===== config.mk =====
export PLATFORM = sky130hd
export DESIGN_NAME = alu_pipe
export DESIGN_NICKNAME = d
export VERILOG_FILES = /design/src/rtl/alu_pipe.sv
export SDC_FILE = /design/constraint.sdc
export NUM_CORES = 1
export LEC_CHECK = 0
export ABC_CLOCK_PERIOD_IN_PS = 6200
export CAP_MARGIN = 25
export CORE_UTILIZATION = 62
export CTS_CLUSTER_DIAMETER = 60
export DETAILED_ROUTE_END_ITERATION = 12
export PLACE_DENSITY_LB_ADDON = 0.05
export SLEW_MARGIN = 20
export SYNTH_ARGS = -nofsm -noshare
export SYNTH_HDL_FRONTEND = slang
export SYNTH_SLANG_ARGS = --single-unit
export TNS_END_PERCENT = 10

===== constraint.sdc =====
create_clock -name clk -period 6.2 [get_ports clk]
set_input_delay 1.24 -clock clk [delete_from_list [all_inputs] [get_ports clk]]
set_output_delay 1.24 -clock clk [all_outputs]
set_load 0.1 [all_outputs]

===== src/rtl/alu_pipe.sv =====
// rtl/alu_pipe.sv - two-stage valid/ready ALU pipeline with chained carry
//
// Purpose: accepts {A, B, opcode} beats, registers them in S1, computes the
// result and flags on the S1->S2 transfer and presents them from S2.
// An internal carry register feeds ADC/SBB so multi-word arithmetic can be
// chained across consecutive beats.
//
// Ports:
//   clk            rising-edge clock
//   rst_n          asynchronous active-low reset
//   i_flush        synchronous clear of in-flight beats and carry state
//   i_valid        upstream beat valid
//   o_ready        block accepts a beat this cycle
//   A, B           operands (WIDTH bits)
//   opcode         operation select (15 is illegal)
//   o_valid        result beat valid
//   i_ready        downstream accepts result beat
//   result         operation result (WIDTH bits)
//   carry_out      carry / borrow / shifted-out bit
//   zero_flag      value == 0
//   overflow_flag  two's-complement overflow (arithmetic ops only)
//   negative_flag  value MSB
//   o_error        beat carried an illegal opcode
//   o_busy         either stage holds a beat
module alu_pipe #(
  parameter int WIDTH = 8
) (
  input  logic             clk,
  input  logic             rst_n,
  input  logic             i_flush,
  input  logic             i_valid,
  output logic             o_ready,
  input  logic [WIDTH-1:0] A,
  input  logic [WIDTH-1:0] B,
  input  logic [3:0]       opcode,
  output logic             o_valid,
  input  logic             i_ready,
  output logic [WIDTH-1:0] result,
  output logic             carry_out,
  output logic             zero_flag,
  output logic             overflow_flag,
  output logic             negative_flag,
  output logic             o_error,
  output logic             o_busy
);

  localparam logic [3:0] OP_ADD   = 4'd0;
  localparam logic [3:0] OP_SUB   = 4'd1;
  localparam logic [3:0] OP_AND   = 4'd2;
  localparam logic [3:0] OP_OR    = 4'd3;
  localparam logic [3:0] OP_XOR   = 4'd4;
  localparam logic [3:0] OP_SHL   = 4'd5;
  localparam logic [3:0] OP_SAR   = 4'd6;
  localparam logic [3:0] OP_NOT   = 4'd7;
  localparam logic [3:0] OP_ADC   = 4'd8;
  localparam logic [3:0] OP_SBB   = 4'd9;
  localparam logic [3:0] OP_SHR   = 4'd10;
  localparam logic [3:0] OP_ROL   = 4'd11;
  localparam logic [3:0] OP_ROR   = 4'd12;
  localparam logic [3:0] OP_CMP   = 4'd13;
  localparam logic [3:0] OP_PASSB = 4'd14;

  // S1: captured operands
  logic             s1_valid_q;
  logic [WIDTH-1:0] a_q;
  logic [WIDTH-1:0] b_q;
  logic [3:0]       op_q;

  // S2: computed result and flags
  logic             s2_valid_q;
  logic [WIDTH-1:0] res_q;
  logic             cf_q;
  logic             zf_q;
  logic             vf_q;
  logic             nf_q;
  logic             err_q;

  // carry chained into ADC/SBB
  logic             c_q;

  logic             advance;
  logic             accept;

  // S1 moves on when S2 is free now or is being drained this cycle.
  assign advance = s1_valid_q && (!s2_valid_q || i_ready);
  assign o_ready = !i_flush && (!s1_valid_q || advance);
  assign accept  = i_valid && o_ready;

  // Arithmetic at WIDTH+1 bits so bit WIDTH is the carry / unsigned borrow.
  logic [WIDTH:0]   add_w;
  logic [WIDTH:0]   sub_w;
  logic             add_cin;
  logic             sub_bin;
  logic             add_ov;
  logic             sub_ov;

  always_comb begin
    add_cin = (op_q == OP_ADC) ? c_q : 1'b0;
    sub_bin = (op_q == OP_SBB) ? c_q : 1'b0;
    add_w   = {1'b0, a_q} + {1'b0, b_q} + {{WIDTH{1'b0}}, add_cin};
    sub_w   = {1'b0, a_q} - {1'b0, b_q} - {{WIDTH{1'b0}}, sub_bin};
    add_ov  = (a_q[WIDTH-1] == b_q[WIDTH-1]) && (add_w[WIDTH-1] != a_q[WIDTH-1]);
    sub_ov  = (a_q[WIDTH-1] != b_q[WIDTH-1]) && (sub_w[WIDTH-1] != a_q[WIDTH-1]);
  end

  logic [WIDTH-1:0] res_d;
  logic [WIDTH-1:0] flag_val;
  logic             cf_d;
  logic             zf_d;
  logic             vf_d;
  logic             nf_d;
  logic             err_d;

  always_comb begin
    res_d = '0;
    cf_d  = 1'b0;
    vf_d  = 1'b0;
    err_d = 1'b0;
    unique case (op_q)
      OP_ADD, OP_ADC: begin
        res_d = add_w[WIDTH-1:0];
        cf_d  = add_w[WIDTH];
        vf_d  = add_ov;
      end
      OP_SUB, OP_SBB: begin
        res_d = sub_w[WIDTH-1:0];
        cf_d  = sub_w[WIDTH];
        vf_d  = sub_ov;
      end
      OP_CMP: begin
        // result passes A through; flags describe A-B
        res_d = a_q;
        cf_d  = sub_w[WIDTH];
        vf_d  = sub_ov;
      end
      OP_AND:   res_d = a_q & b_q;
      OP_OR:    res_d = a_q | b_q;
      OP_XOR:   res_d = a_q ^ b_q;
      OP_NOT:   res_d = ~a_q;
      OP_PASSB: res_d = b_q;
      OP_SHL: begin
        res_d = {a_q[WIDTH-2:0], 1'b0};
        cf_d  = a_q[WIDTH-1];
      end
      OP_SAR: begin
        res_d = {a_q[WIDTH-1], a_q[WIDTH-1:1]};
        cf_d  = a_q[0];
      end
      OP_SHR: begin
        res_d = {1'b0, a_q[WIDTH-1:1]};
        cf_d  = a_q[0];
      end
      OP_ROL: begin
        res_d = {a_q[WIDTH-2:0], a_q[WIDTH-1]};
        cf_d  = a_q[WIDTH-1];
      end
      OP_ROR: begin
        res_d = {a_q[0], a_q[WIDTH-1:1]};
        cf_d  = a_q[0];
      end
      default: err_d = 1'b1;
    endcase
    flag_val = (op_q == OP_CMP) ? sub_w[WIDTH-1:0] : res_d;
    // an illegal beat reports every flag as 0, including zero
    zf_d = !err_d && (flag_val == '0);
    nf_d = !err_d && flag_val[WIDTH-1];
  end

  always_ff @(posedge clk or negedge rst_n) begin
    if (!rst_n) begin
      s1_valid_q <= 1'b0;
      a_q        <= '0;
      b_q        <= '0;
      op_q       <= '0;
      s2_valid_q <= 1'b0;
      res_q      <= '0;
      cf_q       <= 1'b0;
      zf_q       <= 1'b0;
      vf_q       <= 1'b0;
      nf_q       <= 1'b0;
      err_q      <= 1'b0;
      c_q        <= 1'b0;
    end else if (i_flush) begin
      s1_valid_q <= 1'b0;
      s2_valid_q <= 1'b0;
      c_q        <= 1'b0;
    end else begin
      if (accept) begin
        s1_valid_q <= 1'b1;
        a_q        <= A;
        b_q        <= B;
        op_q       <= opcode;
      end else if (advance) begin
        s1_valid_q <= 1'b0;
      end

      if (advance) begin
        s2_valid_q <= 1'b1;
        res_q      <= res_d;
        cf_q       <= cf_d;
        zf_q       <= zf_d;
        vf_q       <= vf_d;
        nf_q       <= nf_d;
        err_q      <= err_d;
        if (!err_d) begin
          c_q <= cf_d;
        end
      end else if (i_ready) begin
        s2_valid_q <= 1'b0;
      end
    end
  end

  assign o_valid       = s2_valid_q;
  assign result        = res_q;
  assign carry_out     = cf_q;
  assign zero_flag     = zf_q;
  assign overflow_flag = vf_q;
  assign negative_flag = nf_q;
  assign o_error       = err_q;
  assign o_busy        = s1_valid_q || s2_valid_q;

endmodule


After elaboration in Yosys (flattened, before gate mapping)
Index checks and enable logic that the tools add are counted.
{"block": "classes", "mux": 16, "n_addsub": 4, "eq_ne": 18, "bitwise_logic": 5, "n_reduce_logical": 28}
{"op": "8-bit one-hot mux with 13 select lines", "n": 1}
{"op": "4-bit == test, second input constant", "n": 7}
{"op": "4-bit by 3-bit == test with 1-bit output, second input constant", "n": 4}
{"op": "15-bit OR reduction", "n": 1}
{"op": "1-bit 2-to-1 mux", "n": 12}
{"op": "8-bit by 8-bit adder with 9-bit output", "n": 1}
{"op": "9-bit by 1-bit adder with 9-bit output", "n": 1}
{"op": "8-bit by 8-bit subtractor with 9-bit output", "n": 1}
{"op": "9-bit by 1-bit subtractor with 9-bit output", "n": 1}
{"op": "8-bit bitwise AND", "n": 1}
{"op": "4-bit by 2-bit == test with 1-bit output, second input constant", "n": 2}
{"op": "8-bit zero test", "n": 1}
{"op": "8-bit 2-to-1 mux", "n": 1}
{"op": "8-bit inverter", "n": 1}
{"op": "8-bit OR", "n": 1}
{"op": "8-bit XOR", "n": 1}
{"op": "1-bit logical AND", "n": 7}
{"op": "2-bit AND reduction", "n": 3}
{"op": "3-bit nonzero test", "n": 2}
{"op": "2-bit OR reduction", "n": 3}
{"op": "3-bit OR reduction", "n": 2}
{"op": "4-bit by 1-bit == test with 1-bit output, second input constant", "n": 1}
{"op": "4-bit zero test", "n": 1}
{"op": "1-bit one-hot mux with 4 select lines", "n": 1}
{"op": "other kinds (7)", "n": 14}
{"block": "totals", "output_inout_bits": 16, "regBits": 36, "input_bits": 25}

Logic depth before layout (Yosys ltp)
Gate-level depths: netlist of run 1.
{"block": "logic_depth", "depth_word": 8, "depth_mapped": 14, "mapped_depth_nobuf": 12}

Least setup slack after synthesis of run 1
OpenSTA, ideal clock, no wires.
{"block": "synth_path", "path_kind": "input-to-output", "start": "input port i_ready", "end": "output port o_ready", "setup_slack_ns": 2.145, "arrival_time_ns": 2.815, "path_stages": 2, "n_path_buf": 0, "required_time_ns": 4.960, "cell_sequence": "nor2b_1 a21oi_1"}
{"block": "synth_via", "elab_chain_cells": 4}
{"item": "start, declared", "line_no": "37", "rtl": "input logic i_ready,"}
{"item": "1-bit logical OR", "line_no": "85", "rtl": "assign advance = s1_valid_q && (!s2_valid_q || i_ready);"}
{"item": "1-bit logical AND", "line_no": "85"}
{"item": "1-bit logical OR", "line_no": "86", "rtl": "assign o_ready = !i_flush && (!s1_valid_q || advance);"}
{"item": "1-bit logical AND", "line_no": "86"}
{"item": "end, declared", "line_no": "32", "rtl": "output logic o_ready,"}
No other way between the ends.

Worst setup path after layout of run 1
Same ends and word-level chain as after synthesis.

==> results.json, run 1 <==
{
  "firstDrtPassIters": 5,
  "post-route-cell-area_mm2": 0.00389,
  "largest_net_degree_at_the_start_of_global_routing": 37,
  "worstSkewPairLatency_ns": 0.30,
  "slowest_delay_ns": 1.17,
  "powerDensity_mw_per_mm2": 372,
  "synth.area.top_cells": "sky130_fd_sc_hd__dfrtp_1 26%, sky130_fd_sc_hd__ha_1 11%, sky130_fd_sc_hd__mux2_2 6.9%",
  "critPathSlowestCell": "sky130_fd_sc_hd__clkdlybuf4s50_1",
  "root_buffer": "sky130_fd_sc_hd__clkbuf_8",
  "cpMostUsedCell": "sky130_fd_sc_hd__clkdlybuf4s50_1",
  "cp.arrival_ns": 3.16,
  "drt_drc_violations_left": 0,
  "synthesis.instances": 393,
  "worst-endpoint-required_ns": 4.96,
  "diodes": 0,
  "ant_nets": 0,
  "grt_pass1_wl_mm": 15.8,
  "synth-main-ff-cell": "sky130_fd_sc_hd__dfrtp_1",
  "proportion_of_synthesized_chip_area_in_sequential_cells": 0.264,
  "number_of_nets_in_the_synthesized_netlist": 452,
  "final_period_minus_worst_setup_slack_ns": 4.40,
  "cts.clk_slew.worst_paths_ns": 0.07,
  "postCtsSetupRepairBufs": 0,
  "cts_sinks": 36,
  "detailed_place_hpwl_mm": 6.83,
  "cp_cell_sequence": "clkdlybuf4s50_1 -> nor2b_1 -> a21oi_1 -> clkdlybuf4s50_1",
  "postCtsResizedCells": 0,
  "dpl-instance-area_mm2": 0.00379,
  "drive_above_1_share": 0.104,
  "critical_path.top_delay_family": "buffers and inverters",
  "postCtsHoldBufs": 0,
  "netlist-cell-type-count": 64,
  "vias_in_the_first_global_route": 3142,
  "finalPower_mw": 1.45,
  "max-clock-path-buffers": 2,
  "slew_viol_final": 0,
  "postLayoutCoreUtil": 0.747,
  "final.setup_skew_ns": 0.00781,
  "most_used_cells_in_the_layout_excluding_fill_and_tap_cells": "39 x sky130_fd_sc_hd__clkdlybuf4s50_1, 36 x sky130_fd_sc_hd__nand2_1, 36 x sky130_fd_sc_hd__dfrtp_1, 30 x sky130_fd_sc_hd__inv_1, 30 x sky130_fd_sc_hd__ha_1",
  "cts_buffers": 5,
  "tritoncts": "yes",
  "most_common_library_cell_in_the_layout_ignoring_fill_and_taps": "sky130_fd_sc_hd__clkdlybuf4s50_1",
  "timing.fmax_mhz": 227,
  "grt_antenna_before_repair": 0,
  "fin_setup_tns_ns": 0,
  "measured_slew_at_the_worst_slew_check_pin_ns": 0.975,
  "postRouteWirelength_mm": 9.62,
  "area_delta_synth_final_pct": 13.7,
  "avgSynthCellArea_um2": 8.70,
  "crit_buf_inv": 2,
  "synth-edff-count": 0,
  "class_of_the_worst_hold_path": "register to register",
  "num_rows": 26,
  "top_level_i_o_count": 41,
  "grt_use_total": 0.348,
  "detail_route.vias_per_cell": 6.52,
  "num_vias": 3208,
  "chipHeight_um": 76.3,
  "critPathKind": "input port to output pin",
  "max_cap_viol_count": 0,
  "slew_headroom": 0.348,
  "postSynth.asyncResetShare": 1.00,
  "rsz0062_at_grt": "no",
  "core_region_area_mm2": 0.00520,
  "power_leakage_nw": 1.67,
  "initial_core_util": 0.657,
  "ir_drop_uv": 302,
  "share_of_the_synthesized_area_in_the_top_cell_type": 0.264,
  "floorplan.die.width_um": 76.3,
  "count_of_yosys_warnings_during_synthesis": 0,
  "start_kind": "input port",
  "postSynthRegisterBits": 36,
  "numPortBuffers": 40,
  "final-setup-viol-count": 0,
  "global_route_congestion_overflow_total": 0,
  "routed_wire_length_per_instance_um": 19.6,
  "drt_iter0_drc": 409,
  "timing.critical_path.fanout_max": 3,
  "run_status": "finished clean",
  "htree_num_levels": 2,
  "num-fill-cells": 408,
  "hold_viol": 0,
  "synth.cell_area_mm2": 0.00342,
  "end_kind": "output pin",
  "share_of_the_clock_period_used_by_the_worst_path_after_layout": 0.710,
  "final_net_count": 481,
  "die_area_mm2": 0.00581,
  "whs_ns": 0.476,
  "place_congestion": 1.03,
  "synth_top_area_cell": "sky130_fd_sc_hd__dfrtp_1"
}
flip-flops by register name (all words and copies together) (netlist names):
name           cells
a_q                8
b_q                8
c_q                1
carry_out          1
negative_flag      1
o_error            1
o_valid            1
op_q               4
overflow_flag      1
result             8
s1_valid_q         1
zero_flag          1
Yosys cell counts, types with 3 or more instances:
| cell type | instances |
|---|---|
| sky130_fd_sc_hd__xnor2_1 | 7 |
| sky130_fd_sc_hd__mux2i_1 | 6 |
| sky130_fd_sc_hd__o31ai_1 | 3 |
| sky130_fd_sc_hd__o22ai_1 | 5 |
| sky130_fd_sc_hd__nor3b_1 | 4 |
| sky130_fd_sc_hd__fa_1 | 4 |
| sky130_fd_sc_hd__a21oi_1 | 15 |
| sky130_fd_sc_hd__nor4_1 | 5 |
| sky130_fd_sc_hd__o21a_1 | 4 |
| sky130_fd_sc_hd__a221oi_1 | 6 |
| sky130_fd_sc_hd__o221ai_1 | 3 |
| sky130_fd_sc_hd__buf_6 | 4 |
| sky130_fd_sc_hd__nand3_1 | 6 |
| sky130_fd_sc_hd__dfrtp_1 | 36 |
| sky130_fd_sc_hd__and3_1 | 10 |
| sky130_fd_sc_hd__mux2_2 | 21 |
| sky130_fd_sc_hd__buf_2 | 10 |
| sky130_fd_sc_hd__a22oi_1 | 5 |
| sky130_fd_sc_hd__nor2_1 | 29 |
| sky130_fd_sc_hd__inv_1 | 30 |
| sky130_fd_sc_hd__o21ai_1 | 3 |
| sky130_fd_sc_hd__o21ai_0 | 17 |
| sky130_fd_sc_hd__clkbuf_1 | 6 |
| sky130_fd_sc_hd__a211oi_1 | 5 |
| sky130_fd_sc_hd__nor2b_1 | 9 |
| sky130_fd_sc_hd__a31oi_1 | 5 |
| sky130_fd_sc_hd__nand2_1 | 36 |
| sky130_fd_sc_hd__xor2_1 | 4 |
| sky130_fd_sc_hd__ha_1 | 30 |
| sky130_fd_sc_hd__nor3_1 | 7 |
| sky130_fd_sc_hd__nand2b_1 | 8 |
| sky130_fd_sc_hd__nand3b_1 | 3 |
| sky130_fd_sc_hd__a2111oi_0 | 3 |
| sky130_fd_sc_hd__o2bb2ai_1 | 3 |
worst paths after layout:
check                                               start  slack, ns                   endpoint  depth (start not counted)
worst max-delay path                              i_ready       1.80                    o_ready                          4
min in group asynchronous                           rst_n       1.03         b_q[5]$_DFFE_PN0P_                          1
worst max register to register        op_q[0]$_DFFE_PN0P_       2.00      zero_flag$_DFFE_PN0P_                         12
worst min-delay path            overflow_flag$_DFFE_PN0P_       0.48  overflow_flag$_DFFE_PN0P_                          2
worst min register to register  overflow_flag$_DFFE_PN0P_       0.48  overflow_flag$_DFFE_PN0P_                          2
max in group asynchronous                           rst_n       4.64         b_q[0]$_DFFE_PN0P_                          1
cells by family after synthesis:
kind of cell,share of synthesized area
compound gates,0.206
xor+xnor,0.0282
fa+ha+maj,0.133
buf+inv,0.0761
flops,0.264
mux,0.0911
simple gates,0.202
per-stage QoR:
step | instances | setup WS, ns
final | 492 | 1.80
after global routing | 492 | 1.74
after CTS | 492 | 1.78
after detailed placement | 485 | 1.80
after global placement | 485 | 1.84
after floorplan | 393 | 2.14
tightest hold or removal path, delay by kind of cell, from the launching register on:
| kind | cells | cell delay [ns] |
|---|---|---|
| compound gates | 1 | 0.05 |
| simple gates | 1 | 0.05 |
| flops | 1 | 0.34 |
where the power goes:
part / leakage, nW / internal (mW) / total, mW / switching, mW
Sequential: 0.439 / 0.284 / 0.341 / 0.0570
Clock: 0.0503 / 0.0991 / 0.189 / 0.0899
Combinational: 1.18 / 0.308 / 0.918 / 0.610
Total: 1.67 / 0.691 / 1.45 / 0.757
layer usage:
layer  track usage  part of all wire
met5             0                 0
met4         0.150             0.036
met3        0.0707             0.095
met2         0.546              0.46
met1         0.467              0.41
layout make-up:
cell class,instances,area (µm²),area share
multi-input combinational,304,2260,0.581
sequential,36,901,0.232
timing repair buffer,45,433,0.111
inverter,30,113,0.0290
clock buffer,7,96.3,0.0248
tap,70,87.6,0.0225
No activity file was read; power rests on OpenSTA's default activity.
==> run 2, diff against run 1 <==
- ABC_CLOCK_PERIOD_IN_PS: 6200 -> 4500
- CORE_UTILIZATION: 62 -> 57
- clock period: 6.2 -> 4.5 ns (I/O delays scaled with it)
==> run 2 against run 1 <==
  * First-iteration DRC count is 37% lower
  * Die area up 8.5%
  * Sequential power is 40% higher
  * Core utilization down 5.4 points
  * Critical path type is now register to register
  * Register-to-register slack lost 1.0 ns
  * Critical path depth up 7
  * Count of clock-buffer cells in the layout fell by 2
  * Cell area up 0.58%
  * Non-clock buffer count increased by 1
  * Clock power rose by 60%
==> results.json, run 2 (synthesis results as in run 1) <==
{
  "routed_wire_length_per_instance_um": 20.5,
  "drt_drc_violations_left": 0,
  "global_route_congestion_overflow_total": 0,
  "share_of_the_clock_period_used_by_the_worst_path_after_layout": 0.786,
  "cts.clk_slew.worst_paths_ns": 0.09,
  "drive_above_1_share": 0.111,
  "hold_viol": 0,
  "start_kind": "register",
  "initial_core_util": 0.606,
  "num_vias": 3227,
  "worstSetupStartpoint": "op_q[1]$_DFFE_PN0P_",
  "max-clock-path-buffers": 2,
  "detailed_place_hpwl_mm": 7.45,
  "powerDensity_mw_per_mm2": 520,
  "worstRegToRegCells": 11,
  "firstDrtPassIters": 5,
  "ant_nets": 0,
  "postCtsResizedCells": 0,
  "slowest_delay_ns": 0.60,
  "critPathKind": "register to register",
  "worstSkewPairLatency_ns": 0.31,
  "cts_buffers": 5,
  "final-setup-viol-count": 0,
  "dpl_worst_slack_ns": 1.07,
  "power_leakage_nw": 1.68,
  "detail_route.vias_per_cell": 6.51,
  "top_level_i_o_count": 41,
  "num_rows": 27,
  "measured_slew_at_the_worst_slew_check_pin_ns": 0.989,
  "post-route-cell-area_mm2": 0.00391,
  "rrSetupSlack_ns": 0.96,
  "timing.fmax_mhz": 283,
  "grt_pass1_wl_mm": 16.7,
  "cp.arrival_ns": 3.76,
  "grt_use_total": 0.351,
  "critPathSlowestCell": "sky130_fd_sc_hd__dfrtp_1",
  "multi_input_area_mm2": 0.00226,
  "end_kind": "register",
  "reg2reg_from": "op_q[1]$_DFFE_PN0P_",
  "final.setup_skew_ns": 0.0115,
  "ir_drop_uv": 323,
  "slew_headroom": 0.338,
  "dpl-instance-area_mm2": 0.00380,
  "class_of_the_worst_hold_path": "register to register",
  "power.share.switching": 0.517,
  "chipHeight_um": 79.4,
  "die_area_mm2": 0.00631,
  "root_buffer": "sky130_fd_sc_hd__clkbuf_8",
  "timing.rr.end": "zero_flag$_DFFE_PN0P_",
  "drt_iter0_drc": 256,
  "final_net_count": 482,
  "run_status": "finished clean",
  "fin_setup_tns_ns": 0,
  "seq_area_um2": 901,
  "final_worst_path_setup_slack_ns": 0.963,
  "num-fill-cells": 453,
  "critical_path.endpoint": "zero_flag$_DFFE_PN0P_",
  "final_period_minus_worst_setup_slack_ns": 3.54,
  "p_seq_frac": 0.235,
  "clkPwrFrac": 0.149,
  "cts_sinks": 36,
  "postRouteWirelength_mm": 10.2,
  "slew_viol_final": 0,
  "floorplan.die.width_um": 79.4,
  "vias_in_the_first_global_route": 3237,
  "postCtsSetupRepairBufs": 0,
  "htree_num_levels": 2,
  "postCtsHoldBufs": 0,
  "max_cap_viol_count": 0,
  "most_used_cells_in_the_layout_excluding_fill_and_tap_cells": "38 x sky130_fd_sc_hd__clkdlybuf4s50_1, 36 x sky130_fd_sc_hd__nand2_1, 36 x sky130_fd_sc_hd__dfrtp_1, 30 x sky130_fd_sc_hd__inv_1, 30 x sky130_fd_sc_hd__ha_1",
  "numPortBuffers": 40,
  "cp_cell_sequence": "nor3b_1 -> buf_4 -> nand3_1 -> fa_1 -> ha_1 -> xor2_1 -> or4_1 -> or3_1 -> nor4_1 -> a22oi_1 -> o31ai_2",
  "share_comb_of_total_power": 0.616,
  "most_common_library_cell_in_the_layout_ignoring_fill_and_taps": "sky130_fd_sc_hd__clkdlybuf4s50_1",
  "place_congestion": 0.985,
  "area_delta_synth_final_pct": 14.4,
  "internal-power_mw": 0.981,
  "timing.critical_path.fanout_max": 19,
  "diodes": 0,
  "postLayoutCoreUtil": 0.693,
  "grt_antenna_before_repair": 0,
  "tritoncts": "yes",
  "core_region_area_mm2": 0.00564,
  "rsz0062_at_grt": "no",
  "finalPower_mw": 2.03,
  "worst-endpoint-required_ns": 4.72,
  "largest_net_degree_at_the_start_of_global_routing": 37,
  "p_switching_mw": 1.05
}
-- run 2: cell count changes in the layout (fill, tap and decap cells not counted) --
cell,delta
sky130_fd_sc_hd__clkinv_2,+1
sky130_fd_sc_hd__bufinv_16,+1
sky130_fd_sc_hd__buf_4,+2
sky130_fd_sc_hd__clkinvlp_4,+1
sky130_fd_sc_hd__clkdlybuf4s50_1,-1
sky130_fd_sc_hd__clkbuf_8,-2
-- run 2: per-stage QoR --
step | hold slack (ns) | instances
final | 0.478 | 496
after CTS | 0.481 | 496
after detailed placement | 0.462 | 488
after global routing | 0.490 | 496
after global placement | 0.460 | 488
after floorplan | 0.529 | 393
-- run 2: area by class of cell --
| class | count | area share |
|---|---|---|
| Clock inverter | 3 | 0.0109 |
| Clock buffer | 5 | 0.0176 |
| Inverter | 30 | 0.0288 |
| Tap cell | 72 | 0.0230 |
| Multi-Input combinational cell | 304 | 0.577 |
| Sequential cell | 36 | 0.230 |
| Timing Repair Buffer | 46 | 0.112 |
-- run 2: worst min-delay path by stage --
stage                                startpoint               endpoint  slack, ns  depth (start not counted)
after floorplan              b_q[1]$_DFFE_PN0P_     b_q[1]$_DFFE_PN0P_       0.53                          1
after global placement    result[0]$_DFFE_PN0P_  result[0]$_DFFE_PN0P_       0.46                          2
after global routing      result[0]$_DFFE_PN0P_  result[0]$_DFFE_PN0P_       0.49                          2
final                     result[0]$_DFFE_PN0P_  result[0]$_DFFE_PN0P_       0.48                          2
after CTS                 result[0]$_DFFE_PN0P_  result[0]$_DFFE_PN0P_       0.48                          2
after detailed placement  result[0]$_DFFE_PN0P_  result[0]$_DFFE_PN0P_       0.46                          2
-- run 2: per-layer routing --
layer | vias up | routed length, µm | part of all wire | GRT usage
met3 | 24 | 846 | 0.083 | 0.0709
met1 | 1551 | 4200 | 0.41 | 0.455
met5 | - | 0 | 0 | 0
met4 | 0 | 299 | 0.029 | 0.142
li1 | 1478 | - | - | -
met2 | 174 | 4840 | 0.47 | 0.568
-- run 2: critical path: cells and delay by family (launching register included) --
kind            cells  cell delay (ns)
buf+inv             1             0.19
xor+xnor            1             0.16
flops               1             0.60
simple gates        5             1.49
compound gates      2             0.23
fa+ha+maj           2             0.79
-- run 2: power by group through the flow --
stage          clock network [mW]  logic, mW  registers [mW]
4_1_cts                     0.302       1.24           0.476
6_report                    0.302       1.25           0.478
3_5_place_dp                    0       1.23           0.483
3_3_place_gp                    0       1.22           0.479
5_1_grt                     0.315       1.34           0.489
2_1_floorplan                   0      0.674           0.742
==> run 3, diff against run 2 <==
- ABC_CLOCK_PERIOD_IN_PS: 4500 -> 3400
- clock period: 4.5 -> 3.4 ns (I/O delays scaled with it)
==> run 3 against run 2 <==
  * Count of clock-buffer cells in the layout up 1
  * Clock skew down 0.0038 ns
  * Final cell count up 1.8%
  * Largest power group unchanged
==> results.json, run 3 (synthesis results as in run 1) <==
{
  "finalPower_mw": 2.71,
  "rrSetupSlack_ns": 0.20,
  "cp.arrival_ns": 3.41,
  "most_used_cells_in_the_layout_excluding_fill_and_tap_cells": "36 x sky130_fd_sc_hd__nand2_1, 36 x sky130_fd_sc_hd__dfrtp_1, 30 x sky130_fd_sc_hd__inv_1, 30 x sky130_fd_sc_hd__ha_1, 29 x sky130_fd_sc_hd__nor2_1",
  "num_rows": 27,
  "firstDrtPassIters": 5,
  "final_period_minus_worst_setup_slack_ns": 3.20,
  "worstSkewPairLatency_ns": 0.30,
  "postLayoutCoreUtil": 0.701,
  "initial_core_util": 0.606,
  "critPathKind": "register to register",
  "num_vias": 3256,
  "drt_iter0_drc": 393,
  "share_of_the_clock_period_used_by_the_worst_path_after_layout": 0.941,
  "start_kind": "register",
  "slew_headroom": 0.339,
  "worst-endpoint-required_ns": 3.62,
  "global_route_congestion_overflow_total": 0,
  "ir_drop_uv": 508,
  "top_level_i_o_count": 41,
  "numPortBuffers": 40,
  "drt_drc_violations_left": 0,
  "whs_ns": 0.470,
  "final-setup-viol-count": 0,
  "postRouteWirelength_mm": 10.4,
  "critPathSlowestCell": "sky130_fd_sc_hd__a221o_1",
  "end_kind": "register",
  "place_congestion": 0.993,
  "most_used_layer_global_route": "met2",
  "slew_viol_final": 0,
  "largest_net_degree_at_the_start_of_global_routing": 37,
  "final.setup_skew_ns": 0.00772,
  "detailed_place_hpwl_mm": 7.56,
  "htree_num_levels": 2,
  "detail_route.vias_per_cell": 6.45,
  "ant_nets": 0,
  "slowest_delay_ns": 0.46,
  "cp_cell_sequence": "nor3b_1 -> nand3_1 -> fa_1 -> ha_1 -> a211oi_4 -> o21ai_1 -> a21oi_1 -> xnor2_1 -> a221o_1 -> o31ai_2",
  "cts_buffers": 5,
  "timing.fmax_mhz": 313,
  "power_leakage_nw": 1.73,
  "vias_in_the_first_global_route": 3224,
  "met3_usage": 0.0720,
  "dp.cells": 497,
  "measured_slew_at_the_worst_slew_check_pin_ns": 0.988,
  "grt_pass1_wl_mm": 16.5,
  "fin_setup_tns_ns": 0,
  "run_status": "finished clean",
  "non_filler_instance_count_after_layout": 505,
  "grtUsageMet2": 0.558,
  "timing.critical_path.fanout_max": 5,
  "cts.clk_slew.worst_paths_ns": 0.09,
  "routed_wire_length_per_instance_um": 20.5,
  "root_buffer": "sky130_fd_sc_hd__clkbuf_8",
  "area_delta_synth_final_pct": 15.7,
  "chipHeight_um": 79.4,
  "grt_use_total": 0.351,
  "class_of_the_worst_hold_path": "input port to async pin",
  "max-clock-path-buffers": 2,
  "cts_sinks": 36,
  "gr-usage-met1": 0.458,
  "rsz0062_at_grt": "yes",
  "diodes": 0,
  "hold_viol": 0,
  "floorplan.die.width_um": 79.4,
  "final_net_count": 491,
  "tritoncts": "yes",
  "grt_antenna_before_repair": 0,
  "core_region_area_mm2": 0.00564,
  "max_cap_viol_count": 0,
  "die_area_mm2": 0.00631,
  "drive_above_1_share": 0.157,
  "powerDensity_mw_per_mm2": 686
}
==> run 3: changes by cell type in the layout (fill, tap and decap cells not counted), sizes merged <==
cell / delta
buf: +20
clkbuf: +1
clkdlybuf4s50: -11
clkinvlp: -1
==> run 3: path summary, 6_finish.rpt <==
check | endpoint | from | depth (start not counted)
worst max-delay path | zero_flag$_DFFE_PN0P_ | op_q[1]$_DFFE_PN0P_ | 10
worst min-delay path | b_q[5]$_DFFE_PN0P_ | rst_n | 1
worst max register to register | zero_flag$_DFFE_PN0P_ | op_q[1]$_DFFE_PN0P_ | 10
worst min register to register | result[0]$_DFFE_PN0P_ | result[0]$_DFFE_PN0P_ | 2
max in group asynchronous | s1_valid_q$_DFFE_PN0P_ | rst_n | 1
min in group clk | result[0]$_DFFE_PN0P_ | result[0]$_DFFE_PN0P_ | 2
==> run 3: final cells by class <==
type	count	area [µm²]
Multi-Input combinational cell	304	2270
Fill cell	480	1690
Sequential cell	36	901
Timing Repair Buffer	55	478
Inverter	30	113
Tap cell	72	90.1
Clock buffer	6	72.6
Clock inverter	2	35.0
==> run 3: routing by layer <==
metal,vias up,share of wire
met5,-,0
met1,1553,0.42
met4,0,0.026
met2,169,0.47
met3,27,0.084
li1,1507,-
==> run 3: repair_timing <==
action                                  in CTS  in global routing
buffers inserted                             0                  0
endpoints found under the setup margin       0                  1
resized for setup                            0                  2
hold buffers                                 0                  0
==> run 3: worst max-delay path, delay by kind of cell, from the launching register on <==
kind                     cells  cell delay, ns
adder cells (fa/ha/maj)      2            0.78
XOR/XNOR                     1            0.20
AO/OA/AOI/OAI                5            1.27
flip-flops                   1            0.42
AND/OR/NAND/NOR              2            0.42
==> run 3: report_power, final <==
group          internal (mW)  switching (mW)  leakage, nW
sequential             0.518          0.0912        0.439
combinational          0.568            1.13         1.24
clock                  0.218           0.185       0.0552
==> run 3: through the flow <==
| stage | cell area [µm²] | worst slack [ns] |
|---|---|---|
| floorplan | 3420 | 0.146 |
| global placement | 3840 | 0.287 |
| detailed placement | 3840 | 0.262 |
| CTS | 3950 | 0.224 |
| global route | 3960 | -0.00925 |
| finish | 3960 | 0.202 |
